--- src/rtl/exu_upper_buf.sv ---
// exu_upper_buf: LUI/AUIPC execute unit with a small in-order result FIFO
// feeding a valid/ready writeback port.
//   XLEN      : datapath / PC width (32 or 64)
//   PC_OFFSET : constant removed from pc for AUIPC
//   BUF_DEPTH : result FIFO depth (power of 2, >= 2)
// Optional macro EXU_UPPER_BYPASS_EN: zero-latency bypass from an
// accepting instruction straight to wb_* while the FIFO is empty.
module exu_upper_buf #(
  parameter int XLEN      = 32,
  parameter int PC_OFFSET = 8,
  parameter int BUF_DEPTH = 2
) (
  input  logic            hclk,
  input  logic            hrstn,
  input  logic [3:0]      cycle_cnt,
  input  logic            dec_upper_en,
  input  logic            dec_lui,
  input  logic            dec_auipc,
  input  logic [19:0]     dec_imm_type_u,
  input  logic [4:0]      dec_rd,
  input  logic [XLEN-1:0] pc,
  input  logic            exu_stall,
  input  logic            exu_flush,
  output logic            wb_valid,
  input  logic            wb_ready,
  output logic [4:0]      wb_waddr,
  output logic [XLEN-1:0] wb_wdata,
  output logic            busy,
  output logic            full
);

  localparam int AW = (BUF_DEPTH > 1) ? $clog2(BUF_DEPTH) : 1;
  localparam int EW = 5 + XLEN;
  localparam logic [AW:0] CNT_FULL = (AW+1)'(BUF_DEPTH);

  // FIFO storage: entry = {rd, result}
  logic [BUF_DEPTH-1:0][EW-1:0] mem;
  logic [AW-1:0]                wr_ptr;
  logic [AW-1:0]                rd_ptr;
  logic [AW:0]                  cnt;

  logic [XLEN-1:0] imm;
  logic [XLEN-1:0] result;
  logic [EW-1:0]   new_ent;
  logic [EW-1:0]   head;
  logic            accept;
  logic            push;
  logic            store;
  logic            pop;

  // U-type immediate, sign-extended from bit 31 on 64-bit builds
  generate
    if (XLEN == 64) begin : g_imm64
      assign imm = {{32{dec_imm_type_u[19]}}, dec_imm_type_u, 12'b0};
    end else begin : g_imm32
      assign imm = {dec_imm_type_u, 12'b0};
    end
  endgenerate

  // LUI has priority over AUIPC when both are flagged
  assign result  = dec_lui ? imm : (imm + pc - XLEN'(PC_OFFSET));
  assign new_ent = {dec_rd, result};

  // A full buffer refuses the instruction even if it drains this cycle;
  // the decoder re-presents it later.
  assign accept = dec_upper_en & (cycle_cnt == 4'd1) & ~exu_stall & ~full & ~exu_flush;
  // Writes to x0 and non-upper ops are accepted but produce nothing
  assign push   = accept & (dec_lui | dec_auipc) & (dec_rd != 5'd0);

  assign busy = (cnt != '0);
  assign full = (cnt == CNT_FULL);
  assign head = mem[rd_ptr];
  assign pop  = busy & wb_ready;

`ifdef EXU_UPPER_BYPASS_EN
  logic byp_hit;
  // Empty FIFO + pushing instruction: show the result this cycle; gated by
  // hrstn so outputs stay at zero while reset is held.
  assign byp_hit  = push & ~busy & hrstn;
  // A bypassed result consumed right away never enters the FIFO
  assign store    = push & ~(byp_hit & wb_ready);
  assign wb_valid = busy | byp_hit;
  assign wb_waddr = byp_hit ? dec_rd : (busy ? head[EW-1 -: 5] : 5'd0);
  assign wb_wdata = byp_hit ? result : (busy ? head[XLEN-1:0] : '0);
`else
  // Head is a pure decode of registered state; no decode-to-wb path
  assign store    = push;
  assign wb_valid = busy;
  assign wb_waddr = busy ? head[EW-1 -: 5] : 5'd0;
  assign wb_wdata = busy ? head[XLEN-1:0] : '0;
`endif

  // FIFO state: flush wins over same-cycle push/pop
  always_ff @(posedge hclk or negedge hrstn) begin
    if (!hrstn) begin
      mem    <= '0;
      wr_ptr <= '0;
      rd_ptr <= '0;
      cnt    <= '0;
    end else if (exu_flush) begin
      wr_ptr <= '0;
      rd_ptr <= '0;
      cnt    <= '0;
    end else begin
      if (store) begin
        mem[wr_ptr] <= new_ent;
        wr_ptr      <= wr_ptr + 1'b1;
      end
      if (pop) rd_ptr <= rd_ptr + 1'b1;
      cnt <= cnt + {{AW{1'b0}}, store} - {{AW{1'b0}}, pop};
    end
  end

endmodule

--- config.mk ---
export PLATFORM = sky130hd
export DESIGN_NAME = exu_upper_buf
export DESIGN_NICKNAME = d
export VERILOG_FILES = /design/src/rtl/exu_upper_buf.sv
export SDC_FILE = /design/constraint.sdc
export NUM_CORES = 1
export LEC_CHECK = 0
export BUFFER_PORTS_ARGS = -buffer_cell sky130_fd_sc_hd__buf_2
export CAP_MARGIN = 15
export CORE_MARGIN = 8
export CORE_UTILIZATION = 57
export CTS_CLUSTER_SIZE = 14
export DETAILED_ROUTE_END_ITERATION = 6
export PLACE_DENSITY = 0.91
export SYNTH_ARGS = -nofsm -noshare
export SYNTH_HDL_FRONTEND = slang
export SYNTH_SLANG_ARGS = --single-unit
--- constraint.sdc ---
create_clock -name hclk -period 2.2 [get_ports hclk]
set_input_delay 0.11 -clock hclk [delete_from_list [all_inputs] [get_ports hclk]]
set_output_delay 0.11 -clock hclk [all_outputs]
set_load 0.05 [all_outputs]
==> metrics.yaml <==
status:
  status: "finished, violations left"
  violations: "setup timing"
synthesis:
  ys.flop_type: "dfrtp_1"
  yosysUniqueCellTypes: 53
  ys_seq_area_share_pct: 34.2
  syn_area_per_cell_um2: 8.28
  synth-edff-count: 0
  ys_warn_count: 0
  syn_area_um2: 5710
  synth-async-reset-ratio_pct: 100
  synth_cells: 689
  ys_seq_elements: 78
  syn_nets: 807
worst_setup_path:
  r2r_slack_ns: 0.29
  r2r_cells: 9
  slowest_stage: "or3_4"
  worstSetupStartpoint: "pc[12]"
  rr_startpoint: "cnt[1]"
  critPathTopFamily: "compound AO/OA/AOI/OAI gates"
  rr_endpoint: "cnt[1]"
  crit_cells: 16
  cp-endpoint: "mem[23]"
  required_ns: 2.44
  cp-start-kind: "input pin"
  end_kind: "register"
  crit_path_max_incr_delay_ns: 0.37
  crit_fanout: 4
  critical_path_buf_inv_count: 6
  arrival_ns: 2.64
  critical_path_class: "in -> reg"
  crit_chain: "buf_8 -> inv_8 -> ha_4 -> inv_2 -> ha_4 -> inv_2 -> or3_4 -> a211o_1 -> a21boi_4 -> a31oi_4 -> buf_4 -> buf_4 -> xor2_1 -> nor2_1 -> a21oi_2 -> o21ai_1"
global_route:
  met1_usage_pct: 27.6
  grt_overflow: 0
  grt_use_met3_pct: 4.27
  grt_first_pass_wirelength_um: 26800
  grt_use_total_pct: 24.6
  grt_use_met2_pct: 44.9
  grt_max_degree: 79
  first_global_vias: 5904
  antenna_found_initial: 0
  top_usage_layer: "met2"
min_path:
  hold_path_class: "in -> reg"
  hp-start: "pc[1]"
clock_network:
  cts_root_buffer: "clkbuf_8"
  clkSinkCount: 78
  h-tree-depth: 3
  cts.clk_slew.worst_paths_ns: 0.08
  cts.path.max_buffers: 2
  cts_tree: "done"
  cts_buffers: 9
  clk_latency_ns: 0.35
layout:
  drive_gt1_share_pct: 33.8
  diodes: 0
  nets: 988
  syn2layout_area_growth_pct: 33.3
sta:
  hold_viol_final: 0
  setup_viol: 16
  fin_crit_sh_pct: 109
  rsz0062_at_grt: "true"
  timing.hold.ws_ns: 0.0399
  setup_tns_ns: -1.88
  fmax_mhz: 416
  timing.slew.headroom_pct: 34.6
  maxSlewViolCount: 0
  fin_skew_ns: 0.00886
  period_needed_ns: 2.40
  worst_slew_pin_slew_ns: 0.981
  worst_slack_ns: -0.202
die:
  start_util_pct: 58.6
  die_w_um: 116
  std_cell_rows: 36
  core_area_um2: 9730
  die_h_um: 116
  dieArea_um2: 13500
  ios: 109
routing:
  vias_per_cell: 5.61
  vias: 5652
  wire_per_inst_um: 16.8
  drcViolationCount: 0
  initialDrtViolationCount: 416
  drtPass1Iterations: 5
  ant_nets: 0
  drt-total-wl_um: 16900
placement:
  dp_hpwl_um: 12200
  gp_congestion: 0.907
  post-place-ws_ns: -0.550
  portBuffers: 108
power_and_ir_drop:
  total_leakage_power_nw: 3.90
  ir_worst_vdd_mv: 0.441
  power.density_nw_per_um2: 630
job:
  maxCapViolations: 0
==> registers in the layout, indices dropped and copies added (netlist names) <==
name / flops
rd_ptr: 1
mem: 74
wr_ptr: 1
cnt: 2
==> layer usage <==
metal	vias to the layer above	part of all wire (%)
met5	-	0
met4	0	3.4
met3	59	5.7
met2	241	51
met1	2700	40
li1	2652	-
==> cells by family after synthesis <==
group | after synthesis | share of synthesized area [%]
AND/OR/NAND/NOR | 229 | 16.9
AO/OA/AOI/OAI | 126 | 15.4
buffers and inverters | 125 | 8.42
flip-flops | 78 | 34.2
multiplexers | 56 | 10.2
adder cells (fa/ha/maj) | 49 | 10.9
XOR/XNOR | 26 | 3.99
==> per-stage QoR <==
step | utilization [%] | cell area [µm²] | total power [mW] | instances
after floorplan | - | 5920 | 2.94 | 689
after global placement | 73.7 | 7170 | 3.51 | 981
after detailed placement | 73.7 | 7170 | 3.60 | 981
after CTS | 76.9 | 7490 | 4.71 | 1005
after global routing | 78.2 | 7610 | 5.02 | 1008
final | 78.2 | 7610 | 4.79 | 1008
==> layout by cell type, fill, tap and decap left out, drive strengths merged, types with 9 or more instances in the layout <==
cell    netlist  routed
clkbuf       22      10
mux2i        38      38
dfrtp        78      78
o21ai        34      34
o221ai       10      10
nand2       117     117
inv          92      94
ha           48      48
a21oi        32      32
nor2b         9       9
nor2         69      69
buf          11     196
xor2         17      17
xnor2         9       9
mux2         18      18
a21o         13      13
==> cells in the mapped netlist (9+ instances only) <==
cell,count,area (µm²)
nand2_1,117,439
inv_1,92,345
dfrtp_1,78,1950
nor2_1,69,259
ha_1,48,601
mux2i_1,38,380
o21ai_0,32,160
a21oi_1,31,155
clkbuf_1,21,78.8
mux2_2,18,203
xor2_1,17,149
a21o_1,13,97.6
o221ai_1,10,87.6
xnor2_1,9,78.8
==> area by class of cell <==
cell class	count	area (µm²)
flip-flops and latches	78	1950
clock inverters	6	70.1
well taps	133	166
fillers	646	2120
multi-input cells	486	3550
clock buffers	10	128
repair buffers	203	1360
inverters	92	380
==> repair_timing <==
item	CTS	global route
endpoints found under the hold margin	90	0
setup buffers	1	4
hold buffers	7	0
pin swaps	11	22
gates resized for setup	10	37
setup endpoints to repair	15	48
==> worst min-delay path by stage <==
stage	to	slack [ns]	cells after the start
4_1_cts	mem[38]	0.03	3
3_3_place_gp	cnt[1]	0.30	1
3_5_place_dp	cnt[1]	0.31	1
5_1_grt	mem[37]	0.05	3
6_report	mem[38]	0.04	3
2_1_floorplan	cnt[0]	-0.19	0
==> worst min-delay path, stage by stage <==
cell and delay, ns:
buf_2 0.10, nand2b_1 0.07, o21ai_0 0.07
==> where the power goes <==
group | internal, mW | switching, mW
Combinational | 0.867 | 1.24
Clock | 0.532 | 0.552
Sequential | 1.53 | 0.0763
Total | 2.93 | 1.86
Note: power is estimated with default switching activity, not from simulation.
